===== config.mk =====
export PLATFORM = sky130hd
export DESIGN_NAME = seg_scan
export DESIGN_NICKNAME = d
export VERILOG_FILES = /design/src/rtl/seg_scan.sv
export SDC_FILE = /design/constraint.sdc
export NUM_CORES = 1
export LEC_CHECK = 0
export CAP_MARGIN = 25
export CORE_AREA = 8 8 120 122
export CTS_CLUSTER_DIAMETER = 120
export DETAILED_ROUTE_END_ITERATION = 8
export DIE_AREA = 0 0 128 130
export GPL_TIMING_DRIVEN = 0
export PLACE_DENSITY = 0.49
export SYNTH_ARGS = -nofsm -noshare
export SYNTH_HDL_FRONTEND = slang
export SYNTH_SLANG_ARGS = --single-unit

===== constraint.sdc =====
create_clock -name i_clk -period 2.4 [get_ports i_clk]
set_input_delay 0.48 -clock i_clk [delete_from_list [all_inputs] [get_ports i_clk]]
set_output_delay 0.48 -clock i_clk [all_outputs]
set_load 0.01 [all_outputs]

===== src/rtl/seg_scan.sv =====
// seg_scan: eight-digit seven-segment refresh stage.
// Captures single-cycle digit writes from the core into a per-digit buffer
// and time-multiplexes all eight digits onto a common-anode display.
// Optional feature: define SEG_SCAN_BLANK_EN to blank the anodes for the
// first BLANK_CYC cycles of every slot (anti-ghosting dead time).
module seg_scan #(
  parameter int DIV_W     = 16,
  parameter int BLANK_CYC = 4
) (
  input  logic       i_clk,
  input  logic       i_rst,
  input  logic [7:0] i_ctl,
  input  logic [7:0] i_disp,
  output logic [7:0] o_an,
  output logic [7:0] o_seg,
  output logic       o_frame
);

  // The dead time must leave part of the slot lit.
  if (BLANK_CYC >= (1 << DIV_W)) begin : g_bad_blank
    $error("seg_scan: BLANK_CYC must be less than 2^DIV_W");
  end

  logic [7:0][7:0]   seg_buf;
  logic [DIV_W-1:0]  pre;
  logic [2:0]        idx;
  logic [2:0]        idx_q;   // digit index currently shown on the outputs
  logic              pre_tc;
  logic [7:0]        cur_seg;
  logic [7:0]        an_nxt;

  assign pre_tc = &pre;

  // Write-through: a write to the scanned digit shows on the very next edge.
  assign cur_seg = i_ctl[idx] ? i_disp : seg_buf[idx];

`ifdef SEG_SCAN_BLANK_EN
  localparam logic [DIV_W-1:0] BLANK_V = DIV_W'(BLANK_CYC);
  assign an_nxt = (pre < BLANK_V) ? 8'hFF : ~(8'h01 << idx);
`else
  assign an_nxt = ~(8'h01 << idx);
`endif

  // Digit buffer: every selected digit loads the segment byte, no handshake.
  for (genvar n = 0; n < 8; n++) begin : g_digit
    always_ff @(posedge i_clk) begin
      if (i_rst)         seg_buf[n] <= 8'h00;
      else if (i_ctl[n]) seg_buf[n] <= i_disp;
    end
  end

  // Prescaler and scan index; idx advances together with pre wrapping to 0.
  always_ff @(posedge i_clk) begin
    if (i_rst) begin
      pre <= '0;
      idx <= 3'd0;
    end else begin
      pre <= pre + 1'b1;
      if (pre_tc) idx <= idx + 3'd1;
    end
  end

  // Registered board outputs; frame pulses when the shown digit wraps 7 -> 0.
  always_ff @(posedge i_clk) begin
    if (i_rst) begin
      o_an    <= 8'hFF;
      o_seg   <= 8'hFF;
      o_frame <= 1'b0;
      idx_q   <= 3'd0;
    end else begin
      o_an    <= an_nxt;
      o_seg   <= ~cur_seg;
      o_frame <= (idx == 3'd0) && (idx_q == 3'd7);
      idx_q   <= idx;
    end
  end

endmodule

==> results of run 1 <==
## state kept, by name, summed over array words and instances (netlist names)
register,count
pre,16
o_an,8
idx,3
o_frame,1
o_seg,8
seg_buf,64
idx_q,3
## layer usage
metal,GRT usage [%],up-vias
li1,-,1454
met1,14.5,1412
met2,21.6,46
met3,3.30,13
met4,4.27,0
met5,0,-
## power groups by stage
stage	logic, mW	registers [mW]	clock network, mW
3_5_place_dp	0.286	1.86	0
2_1_floorplan	0.201	1.86	0
6_report	0.282	1.82	1.50
5_1_grt	0.312	1.83	1.62
3_3_place_gp	0.282	1.86	0
4_1_cts	0.287	1.82	1.55
## per-stage QoR
step,instance area (sq um),power [mW],utilization [%],setup slack (ns)
final,4950,3.61,39.9,0.178
after global routing,4950,3.76,39.9,0.0432
after CTS,4950,3.66,39.9,0.0606
after detailed placement,4640,2.15,37.4,0.0775
after global placement,4640,2.14,37.4,0.0825
after floorplan,4250,2.06,-,0.358
## cells in the final DEF, fill, tap and decap left out, drive strengths merged, types with 8 or more instances in the layout
| master | count |
|---|---|
| dfxtp | 103 |
| clkdlybuf4s50 | 17 |
| clkbuf | 41 |
| a21oi | 8 |
| nor2 | 86 |
| buf | 9 |
| nand2 | 28 |
| mux2i | 65 |
| a311o | 8 |
| mux4 | 18 |
## worst max-delay path, cell delays in order, from the launching register on
cell,delay [ns]
sky130_fd_sc_hd__dfxtp_1,0.44
sky130_fd_sc_hd__buf_6,0.23
sky130_fd_sc_hd__mux4_2,0.54
sky130_fd_sc_hd__mux2i_4,0.26
sky130_fd_sc_hd__buf_4,0.23
sky130_fd_sc_hd__nor2_1,0.05
sky130_fd_sc_hd__a311o_1,0.35
## kinds of logic after synthesis
family | count (synthesis) | synth area share [%]
DFF | 103 | 48.5
adders and majority gates | 7 | 2.06
AOI/OAI and AO/OA | 24 | 3.83
buffers and inverters | 43 | 4.39
and+or+nand+nor | 140 | 14.1
muxes | 86 | 25.9
xor gates and xnor gates | 6 | 1.24
## area by class of cell
type	count	area, sq um
Multi-Input combinational cell	263	2010
Buffer	36	161
Fill cell	1263	7460
Sequential cell	103	2060
Tap cell	172	215
Clock inverter	2	37.5
Clock buffer	14	274
Inverter	7	26.3
Timing Repair Buffer	17	170
## final timing paths
check | startpoint | end | slack [ns] | depth (start not counted)
max reg2reg | idx[0] | o_seg[6] | 0.18 | 6
max | idx[0] | o_seg[6] | 0.18 | 6
min reg2reg | idx_q[0] | o_frame | 0.44 | 2
min | idx_q[0] | o_frame | 0.44 | 2
## timing repair
action | 4_1_cts | 5_1_grt
hold buffers | 0 | 0
resized for setup | 0 | 2
setup endpoints to repair | 0 | 2
==> Implementation_results.wiki, run 1 <==
{| class="wikitable"
! Metric !! Value
|-
| Number of post-CTS setup repair buffers || 0
|-
| Largest buffer count on any clock path || 2
|-
| Yosys top cell area share || just under 50%
|-
| Clk sinks || just over 100
|-
| Run status || finished, final reports clean
|-
| Worst path arrival time || ~2.4 ns
|-
| Post-synthesis cell type count || 32
|-
| Gate power share || a little under 8%
|-
| Number of cells in the design after placement || 598
|-
| Post-synthesis async set-or-reset flop share || 0%
|-
| Routed Antenna Nets || 0
|-
| Length of routed met2 wiring || 4790 microns
|-
| Met3 wirelength from detailed routing || between 300 and 400 microns
|-
| RSZ-0062 raised after global routing || false
|-
| Total power density per cell area || 729 nW/um^2
|-
| Number of buffers inserted during clock tree synthesis || 9
|-
| Slew @ Worst Pin || between 0.5 and 0.6 ns
|-
| Post-route DRC violation count || 0
|-
| Routability-driven placement congestion ratio || roughly 0.76
|-
| Area of the mapped netlist || approximately 4300 sq um
|-
| Number of port buffers || 17
|-
| Global route total overflow || 0
|-
| Count of pins on the block boundary || 35
|-
| Total Neg Setup Slack || 0 ns
|-
| Number of flops mapped to enable cells by yosys || 0
|-
| Synth Register Bits || ~100
|-
| Number of nets in the synthesized netlist || approximately 430
|-
| Pre-Repair DR Iteration Count || 5
|-
| Worst setup path category || register to register
|-
| CTS tree || built
|-
| Global-route wire length before repair || about 16000 microns
|-
| GRT Total Usage || 12.4%
|-
| Core Box Area || between 10000 and 15000 sq um
|-
| Most common cell in the synthesized netlist || sky130_fd_sc_hd__dfxtp_1
|-
| Max-slew violation total from the final report || 0
|-
| Met1 Routed Length || about 4400 microns
|-
| Tightest Hold Check Type || register to register
|-
| Minimum clock period || roughly 2.2 ns
|-
| CTS clock-pin slew for the worst setup and hold paths || around 0.07 ns
|-
| Number of instances in the synthesized netlist || between 400 and 500
|-
| CP Capture Type || register
|-
| Area of the die || roughly 17000 sq um
|-
| Number of hold violations in the final report || 0
|-
| Highest net fanout along the worst path || 10
|-
| Number of H-tree levels || 3
|-
| Worst hold slack after final layout || approximately 0.44 ns
|-
| Share of synthesized area occupied by flip-flops and latches || 48.5%
|-
| Maximum number of pins on one net before global-route repair || 16
|-
| Number of nets in the finished design || between 400 and 500
|-
| Count of synthesis-stage warnings from yosys || 0
|-
| LEAKAGE || between 1.5 and 2 nW
|-
| Number of global-route vias before repair || about 3000
|-
| Portion of total power attributed to sequential cells || roughly 51%
|-
| Die extent in y || ~130 microns
|-
| Effective utilization at floorplan || between 30% and 40%
|-
| DRT iter0 DRCs || between 100 and 150
|-
| Max Cap Viol || 0
|-
| Commonest cells in the netlist || sky130_fd_sc_hd__dfxtp_1, sky130_fd_sc_hd__nor2_1, sky130_fd_sc_hd__mux2i_1, sky130_fd_sc_hd__nand2_1, sky130_fd_sc_hd__clkbuf_1
|-
| Per-instance average area after synthesis || between 10 and 15 sq um
|-
| Switching Fraction || between 20 and 25%
|-
| Worst relative slew slack || roughly three fifths
|-
| Worst VDD drop || approximately 0.00032 V
|-
| Signed area change from the synthesized netlist to the final layout || 16.5%
|-
| Final Setup Violations || 0
|-
| Highest metal used || met4
|-
| Skew final || 0.00595 ns
|-
| Clock root cell || sky130_fd_sc_hd__clkbuf_16
|-
| Vias after detailed routing || around 2900
|-
| Detailed-route wire length || around 9700 microns
|-
| Required time of the critical path || between 2 and 3 ns
|-
| Switching Power || 0.799 mW
|-
| Internal Power || ~2.8 mW
|-
| Antenna violations before repair || 0
|-
| Layout cell share with drive strength beyond 1 || between 10% and 20%
|-
| Category of the worst setup path launch point || register
|-
| Fin crit share || between 90% and 100%
|-
| Die width || 128 microns
|-
| Number of vias per cell after detailed routing || roughly 4.8
|-
| Share of power burned in the clock network || a little over two fifths
|-
| Detailed placer's ending HPWL || roughly 6800 microns
|-
| Finished Layout Cells || approximately 600
|-
| Placement Rows || between 40 and 50
|-
| Antenna diode instance count || 0
|-
| Most used DFF post-synth || sky130_fd_sc_hd__dfxtp_1
|-
| Per-cell routed wire length || 15.8 microns
|-
| F_max || ~0.45 GHz
|-
| Main area contributors after synthesis || sky130_fd_sc_hd__dfxtp_1, sky130_fd_sc_hd__mux2i_1, sky130_fd_sc_hd__mux4_2, sky130_fd_sc_hd__nor2_1, sky130_fd_sc_hd__nand2_1
|-
| Latest clock arrival within the worst-skew pair || 0.34 ns
|-
| Biggest area consumer among synthesized cells || sky130_fd_sc_hd__dfxtp_1
|}
Note: power is estimated with default switching activity, not from simulation.
==> inputs of run 2 (changes only) <==
Settings changed: SKIP_CTS_REPAIR_TIMING set to 1.
==> results of run 2 <==
Final layout, timing and power as in run 1 (identical DEF).
